File: config.mk
export PLATFORM = sky130hd
export DESIGN_NAME = conv_pass_scheduler
export DESIGN_NICKNAME = d
export VERILOG_FILES = /design/src/rtl/conv_pass_scheduler.sv
export SDC_FILE = /design/constraint.sdc
export NUM_CORES = 1
export LEC_CHECK = 0
export CAP_MARGIN = 20
export CORE_MARGIN = 3
export CORE_UTILIZATION = 35
export DETAILED_ROUTE_END_ITERATION = 10
export HOLD_SLACK_MARGIN = 0.15
export PLACE_DENSITY = 0.61
export SETUP_SLACK_MARGIN = 0.05
export SLEW_MARGIN = 15
export SYNTH_ARGS = -nofsm -noshare
export SYNTH_HDL_FRONTEND = slang
export SYNTH_SLANG_ARGS = --single-unit
File: constraint.sdc
create_clock -name iClk -period 3.2 [get_ports iClk]
set_input_delay 0.64 -clock iClk [delete_from_list [all_inputs] [get_ports iClk]]
set_output_delay 0.64 -clock iClk [all_outputs]
set_load 0.01 [all_outputs]
File: src/rtl/conv_pass_scheduler.sv
// conv_pass_scheduler: paces 3x3 windows into the conv engine over NPHASE channel-group passes
module conv_pass_scheduler #(
  parameter int IMG_W    = 28,
  parameter int IMG_H    = 28,
  parameter int NPHASE   = 4,
  parameter int PIPE_LAT = 3,
  parameter int ADDRW    = 10
)(
  input  logic             iClk,
  input  logic             iRsn,
  input  logic             iStart,
  input  logic             iAbort,
  input  logic             iWinValid,
  output logic             oWinReady,
  output logic             oConvInValid,
  output logic             oMapDone,
  output logic [1:0]       oPhase,
  output logic             oRewind,
  output logic             oOutWrEn,
  output logic [ADDRW-1:0] oOutAddr,
  output logic [3:0]       oOutChBase,
  output logic             oBusy,
  output logic             oLayerDone
);
  localparam int RW = $clog2(IMG_H);
  localparam int CW = $clog2(IMG_W);
  localparam int DW = $clog2(PIPE_LAT + 1);
  typedef enum logic [1:0] {IDLE, RUN, DRAIN, MAPDONE} state_t;
  state_t state;
  logic [RW-1:0] row;
  logic [CW-1:0] col;
  logic [DW-1:0] drain;
  logic [1:0] phase;
  logic [PIPE_LAT-1:0] pv;
  logic [ADDRW-1:0] pa [PIPE_LAT];
  logic accept, col_end, row_end, last_phase;
  logic [ADDRW-1:0] addr;
  always_comb begin
    col_end    = col == CW'(IMG_W - 3);
    row_end    = row == RW'(IMG_H - 3);
    last_phase = phase == 2'(NPHASE - 1);
    accept     = iWinValid && state == RUN;
    addr       = ADDRW'(row) * ADDRW'(IMG_W - 2) + ADDRW'(col);
  end
  // abort suppresses the map-done family even in the MAPDONE cycle itself
  assign oWinReady    = state == RUN;
  assign oConvInValid = accept;
  assign oMapDone     = state == MAPDONE && !iAbort;
  assign oLayerDone   = oMapDone && last_phase;
  assign oRewind      = oMapDone && !last_phase;
  assign oPhase       = phase;
  assign oOutChBase   = {phase, 2'b00};
  assign oBusy        = state != IDLE;
  assign oOutWrEn     = pv[PIPE_LAT-1];
  assign oOutAddr     = pa[PIPE_LAT-1];
  always_ff @(posedge iClk or negedge iRsn) begin
    if (!iRsn) begin
      state <= IDLE;
      phase <= '0;
      row   <= '0;
      col   <= '0;
      drain <= '0;
      pv    <= '0;
      pa    <= '{default: '0};
    end else if (iAbort) begin
      state <= IDLE;
      phase <= '0;
      row   <= '0;
      col   <= '0;
      drain <= '0;
      pv    <= '0;
      pa    <= '{default: '0};
    end else begin
      pv[0] <= accept;
      pa[0] <= addr;
      for (int i = 1; i < PIPE_LAT; i++) begin
        pv[i] <= pv[i-1];
        pa[i] <= pa[i-1];
      end
      case (state)
        IDLE: if (iStart) begin
          state <= RUN;
          phase <= '0;
          row   <= '0;
          col   <= '0;
        end
        RUN: if (accept) begin
          if (col_end && row_end) begin
            state <= DRAIN;
            drain <= DW'(PIPE_LAT);
          end else begin
            col <= col_end ? '0 : col + 1'b1;
            row <= col_end ? row + 1'b1 : row;
          end
        end
        DRAIN: begin
          drain <= drain - 1'b1;
          if (drain == DW'(1)) state <= MAPDONE;
        end
        MAPDONE: begin
          row   <= '0;
          col   <= '0;
          phase <= last_phase ? '0 : phase + 1'b1;
          state <= last_phase ? IDLE : RUN;
        end
        default: state <= IDLE;
      endcase
    end
  end
endmodule

==> results of run 1 <==
cells in the mapped netlist, types with 2 or more instances:
library cell   n  area, um^2
nor2b_1       27         169
o21bai_1       5        37.5
a21o_1         2        15.0
a21oi_1        6        30.0
mux2i_1        3        30.0
ha_1          29         363
nand3_1        5        25.0
and4b_1        2        20.0
xnor2_1        7        61.3
nor3b_1        2        15.0
fa_1           3        60.1
and2_1         4        25.0
nor3_1         5        25.0
a32oi_1        2        17.5
nand2b_1       6        37.5
dfrtp_1       49        1230
a211oi_2       2        25.0
nand2_1        9        33.8
inv_1         20        75.1
o21ai_0       14        70.1
nor2_1        21        78.8
clkbuf_1       5        18.8
xor2_1         2        17.5
buf_4         14         105
logic make-up after synthesis:
group | after synthesis
xor gates and xnor gates | 10
muxes | 3
buffers and inverters | 40
adders and majority gates | 32
DFF | 49
and+or+nand+nor | 89
AOI/OAI and AO/OA | 43
other | 1
routing by layer:
layer | GRT usage, % | up-vias
met5 | 0 | -
met4 | 4.45 | 0
met3 | 2.79 | 14
li1 | - | 933
met2 | 18.4 | 40
met1 | 13.9 | 896
what timing repair did:
item	4_1_cts	5_1_grt
pin swaps	2	3
buffers inserted	1	1
gates resized for setup	3	11
endpoints found under the setup margin	1	1
sequential cells by signal (all words and copies together), names as in the netlist:
name	cells
drain	2
pa	20
oOutAddr	10
state	2
pv	3
col	5
oPhase	2
row	5
layout make-up:
| class | instances | area share (%) |
|---|---|---|
| Clock buffer | 6 | 2.22 |
| Clock inverter | 2 | 0.421 |
| Inverter | 20 | 2.30 |
| Multi-Input combinational cell | 179 | 43.1 |
| Sequential cell | 49 | 37.6 |
| Tap cell | 99 | 3.79 |
| Timing Repair Buffer | 38 | 10.6 |
through the flow:
stage | area (um^2) | utilization, %
after floorplan | 2770 | -
after global placement | 3090 | 41.5
after CTS | 3190 | 42.9
final | 3270 | 43.9
after global routing | 3270 | 43.9
after detailed placement | 3090 | 41.5
power by group through the flow:
stage | Combinational (uW) | Clock (uW) | Sequential [uW]
CTS | 510 | 379 | 721
global route | 607 | 401 | 729
floorplan | 347 | 0 | 724
global placement | 494 | 0 | 729
finish | 542 | 361 | 721
detailed placement | 504 | 0 | 732
critical path: stages (launching register included):
cell	delay (ns)
dfrtp_1	0.43
ha_1	0.31
inv_2	0.04
fa_1	0.51
inv_2	0.06
fa_2	0.37
a211oi_2	0.24
o22a_1	0.18
and4b_2	0.25
nor4_1	0.05
or4_1	0.52
how the worst max path moves through the flow:
| stage | start | cells after the start | endpoint |
|---|---|---|---|
| detailed placement | row[1] | 10 | pa[29] |
| global placement | row[1] | 10 | pa[29] |
| CTS | row[1] | 11 | pa[29] |
| finish | row[1] | 10 | pa[29] |
| global route | row[1] | 10 | pa[29] |
| floorplan | row[1] | 10 | pa[29] |
==> metrics.cfg, run 1 <==
[logic_synthesis]
synth-compound-area-share_pct = 10.8
synth_edf_count = 0
synth_top_family_by_area = simple AND/OR/NAND/NOR gates
syn_inst = 267
synth.avg_cell_area_um2 = 10.4
synthesis.area_um2 = 2770
synth.mux.area_fraction_pct = 1.09
ys_warn_count = 0
synth.distinct_cells = 47
synth_ff_type = dfrtp_1
synth-xor-area-share_pct = 3.44
synthAdderAreaFrac_pct = 15.3
synth-simple-area-share_pct = 17.5
ys_seq_elements = 49
synthArstFlopShare_pct = 100
ys_seq_area_share_pct = 44.3

[die]
initial_core_util_pct = 37.1
rows = 31
die_y_um = 94.9
dieArea_um2 = 9000
io_pins = 28
die_w_um = 94.9
core_area_um2 = 7450

[pwr]
p_int_uw = 1080
irDropWorstVdd_mv = 0.228
combinationalPowerShare_pct = 33.4
switchingPower_uw = 548
finalPower_uw = 1620
powerDensity_nw_per_um2 = 497
clkPwrFrac_pct = 22.2
leakage_uw = 0.00156
seqPwrFrac_pct = 44.4
switching_share_pct = 33.7

[timing]
setup_violations = 0
fmax_mhz = 324
fin_ws_ns = 0.110
max-slew-margin-rel_pct = 44.4
grt_setup_unrepaired = yes
hold_slack_ns = 0.334
finClkSkew_ns = 0.00350
slew_violations = 0
hold_violations = 0
worst_pin_slew_ns = 0.831
setup_tns_ns = 0
finalCritPeriodShare_pct = 96.6
layout_min_cycle_time_ns = 3.09

[clocking]
htree_levels = 2
clock_latency_ns = 0.30
cts_root_buf = clkbuf_8
cts_hold_buf = 0
cts.sinks = 49
cts_buffer_depth = 2
cts_tree = done
path_clk_slew_ns = 0.09
cts_buffers = 5

[grt]
antenna_found_initial = 0
grt_pass1_wl_um = 7820
grt_use_total_pct = 11.1
grt_max_degree = 50
grt_pass1_vias = 1804
overflow = 0

[detailed_routing]
wl_met3_um = 198
vias_per_cell = 4.79
final_antenna_net_count = 0
wl_met1_um = 2180
finalWirelength_um = 4710
wl_per_cell_um = 12.0
detailroute.via_count = 1883
drt_iter0_drc = 60
post-route-drc-count = 0
routed.top_layer = met4
drt_pass1_iterations = 4
routed-wl-met2_um = 2220

[placement]
dp_hpwl_um = 3380
portBuffers = 25
dp.cells = 383
gp_congestion = 0.896
place_ws_ns = -0.00587

[final_layout]
diodes = 0
seqCellArea_um2 = 1230
synthToLayoutAreaGrowth_pct = 18.1
nets = 330
final_cell_count_no_fill = 393
drive_gt1_share_pct = 13.3
n_fill_cell = 736
final_cell_mix = dfrtp_1 (48), nor2b_1 (27), ha_1 (25), clkdlybuf4s50_1 (24), nor2_1 (21)
multi_input_area_um2 = 1410
mostFrequentLayoutCell = dfrtp_1

[worst_setup_path]
path_class = reg2reg
r2r-end = pa[29]
cp-start-kind = register
r2r_cells = 10
cp.required_ns = 3.37
critPathCaptureType = register
cp.arrival_ns = 3.26
rrSetupSlack_ns = 0.11
reg2reg_from = row[1]
crit_fanout = 4

[outcome]
status = finished clean

[flow_run]
maxCapViolCount = 0

[min_path]
hp-class = in2async

(Power assumes the default switching activity.)
==> run 2, diff against run 1 <==
--- a/config.mk
+++ b/config.mk
@@ -5,12 +5,11 @@
 export SDC_FILE = /design/constraint.sdc
 export NUM_CORES = 1
 export LEC_CHECK = 0
-export CAP_MARGIN = 20
+export CAP_MARGIN = 40
 export CORE_MARGIN = 3
 export CORE_UTILIZATION = 35
 export DETAILED_ROUTE_END_ITERATION = 10
 export HOLD_SLACK_MARGIN = 0.15
-export PLACE_DENSITY = 0.61
 export SETUP_SLACK_MARGIN = 0.05
 export SLEW_MARGIN = 15
 export SYNTH_ARGS = -nofsm -noshare
==> run 2 against run 1 <==
Compared with the run above:
- first-iteration DRC count increased by 77%
- clock power increased by 4%
- sequential power fell by 1%
- worst hold slack better by 0.043 ns
- total power rose by 0.49%
- wire length fell by 3.0%
- design area rose by 1.1%
- combinational power about the same
- maximum frequency increased by 0.69%
- die area did not move
- flip-flop and latch count did not move
- via count shrank 3.5%
- highest routed layer unchanged
==> metrics.cfg, run 2 (synthesis results as in run 1) <==
[outcome]
status = finished clean

[detailed_routing]
finalWirelength_um = 4570  ; -3.0%
vias_per_cell = 4.58  ; -4.4%
detailroute.via_count = 1818  ; -3.5%
post-route-drc-count = 0  ; unchanged
wl_per_cell_um = 11.5  ; -4.0%
drt_pass1_iterations = 4  ; unchanged
drt_iter0_drc = 106  ; +77%
final_antenna_net_count = 0  ; unchanged

[die]
rows = 31  ; unchanged
die_y_um = 94.9  ; unchanged
core_area_um2 = 7450  ; unchanged
dieArea_um2 = 9000  ; unchanged
initial_core_util_pct = 37.1  ; unchanged
die_w_um = 94.9  ; unchanged
io_pins = 28  ; unchanged

[timing]
fmax_mhz = 326  ; +0.69%
slew_violations = 0  ; unchanged
finalCritPeriodShare_pct = 95.9  ; -0.66 points
max-slew-margin-rel_pct = 48.4  ; +4.0 points
fin_ws_ns = 0.131  ; +0.0212 ns
hold_slack_ns = 0.377  ; +0.0430 ns
worst_pin_slew_ns = 0.771  ; -0.0598 ns
layout_min_cycle_time_ns = 3.07  ; -0.0212 ns
grt_setup_unrepaired = no
hold_violations = 0  ; unchanged
finClkSkew_ns = 0.00483  ; +0.00133 ns
setup_violations = 0  ; unchanged

[worst_setup_path]
path_class = reg2reg
critPathCaptureType = register
critPathTopFamily = adder cells
cp.required_ns = 3.38  ; about the same
cp-start-kind = register
critical-path-max-stage-delay_ns = 0.52  ; about the same
cpMaxStageDelayCell = or4_1
path_buf_inv = 2  ; unchanged
crit_fanout = 4  ; unchanged
cp_cell_sequence = ha_1 > inv_1 > fa_1 > inv_2 > fa_2 > a211oi_4 > o22a_1 > and4b_2 > nor4_1 > or4_1
cp.arrival_ns = 3.25  ; about the same

[placement]
gp_congestion = 0.814  ; -9.2%
place_ws_ns = -0.0102  ; -0.00429 ns
dp_hpwl_um = 3320  ; -1.6%
placed_area_um2 = 3110  ; +0.49%
portBuffers = 25  ; unchanged

[grt]
overflow = 0  ; unchanged
grt_pass1_vias = 1766  ; -2.1%
grt_pass1_wl_um = 8040  ; +2.7%
grt_use_total_pct = 11.2  ; +0.026 points
antenna_found_initial = 0  ; unchanged
grt_max_degree = 38  ; -24%

[min_path]
hp-class = in2async

[final_layout]
largest_register_ffs = 20  ; unchanged
nets = 334  ; +1.2%
mostFrequentLayoutCell = dfrtp_1
multi_input_area_um2 = 1410  ; -0.18%
synthToLayoutAreaGrowth_pct = 19.4
n_fill_cell = 710  ; -3.5%
drive_gt1_share_pct = 14.1  ; +0.83 points
seqCellArea_um2 = 1230  ; -0.10%
design_area_um2 = 3300  ; +1.1%
final_cell_mix = dfrtp_1 (49), nor2b_1 (27), ha_1 (25), clkdlybuf4s50_1 (24), nor2_1 (21)
diodes = 0  ; unchanged
regMostFlops = pa

[clocking]
cts.sinks = 49  ; unchanged
cts_buffer_depth = 2  ; unchanged
cts_tree = done
cts_root_buf = clkbuf_8
htree_levels = 2  ; unchanged
cts_buffers = 5  ; unchanged
path_clk_slew_ns = 0.09  ; about the same
clock_latency_ns = 0.30  ; about the same
cts_hold_buf = 0  ; unchanged

[flow_run]
maxCapViolCount = 0  ; unchanged

[pwr]
irDropWorstVdd_mv = 0.241  ; +5.7%
finalPower_uw = 1630  ; +0.49%
leakage_uw = 0.00158  ; +1.3%
powerDensity_nw_per_um2 = 494  ; -0.61%

[run 2: report_power, final]
group          internal (uW)  total (uW)  switching [uW]
logic                    246         541             295
clock network            159         377             218
registers                676         714            37.7
[run 2: cell type report]
type | count | share of cell area, %
tap | 99 | 3.75
clock buffer | 5 | 2.08
sequential | 49 | 37.1
inverter | 20 | 2.27
multi-input combinational | 179 | 42.6
clock inverter | 3 | 0.796
timing repair buffer | 42 | 11.4
[run 2: metrics by stage]
| step | cells | setup TNS (ns) | util, % |
|---|---|---|---|
| 6_report | 397 | 0 | 44.3 |
| 5_1_grt | 397 | 0 | 44.3 |
| 4_1_cts | 397 | 0 | 43.4 |
| 3_5_place_dp | 385 | -0.0102 | 41.7 |
| 3_3_place_gp | 385 | 0 | 41.7 |
| 2_1_floorplan | 268 | 0 | - |
[run 2: layer usage]
| layer | vias up | track usage [%] | part of all wire, % |
|---|---|---|---|
| li1 | 941 | - | - |
| met1 | 848 | 15.8 | 51 |
| met2 | 27 | 16.9 | 45 |
| met3 | 2 | 3.27 | 3.4 |
| met4 | 0 | 2.52 | 0.46 |
| met5 | - | 0 | 0 |
[run 2: worst paths after layout]
path,startpoint,endpoint,slack (ns),depth (start not counted)
min reg2reg,pa[23],pa[13],0.47,1
max reg2reg,row[1],pa[29],0.13,10
min,iRsn,state[1],0.38,1
max,row[1],pa[29],0.13,10
max in group asynchronous,iRsn,pa[23],2.20,2
min in group iClk,pa[23],pa[13],0.47,1
[run 2: worst register-to-register path: cells and delay by family, from the launching register on]
family                   cells  cell delay [ns]
flip-flops                   1             0.42
adder cells (fa/ha/maj)      3             1.21
AND/OR/NAND/NOR              3             0.82
AO/OA/AOI/OAI                2             0.42
buffers and inverters        2             0.10
[run 2: repair_timing]
| action | in CTS | in global routing |
|---|---|---|
| endpoints found under the hold margin | 0 | 0 |
| resized for setup | 1 | 13 |
| setup buffers | 4 | 0 |
| endpoints found under the setup margin | 1 | 1 |
| pin swaps | 2 | 7 |
==> run 3, diff against run 2 <==
--- a/config.mk
+++ b/config.mk
@@ -5,7 +5,6 @@
 export SDC_FILE = /design/constraint.sdc
 export NUM_CORES = 1
 export LEC_CHECK = 0
-export CAP_MARGIN = 40
 export CORE_MARGIN = 3
 export CORE_UTILIZATION = 35
 export DETAILED_ROUTE_END_ITERATION = 10
==> results of run 3 <==
No change in the layout: final DEF, timing and power equal those of run 2.
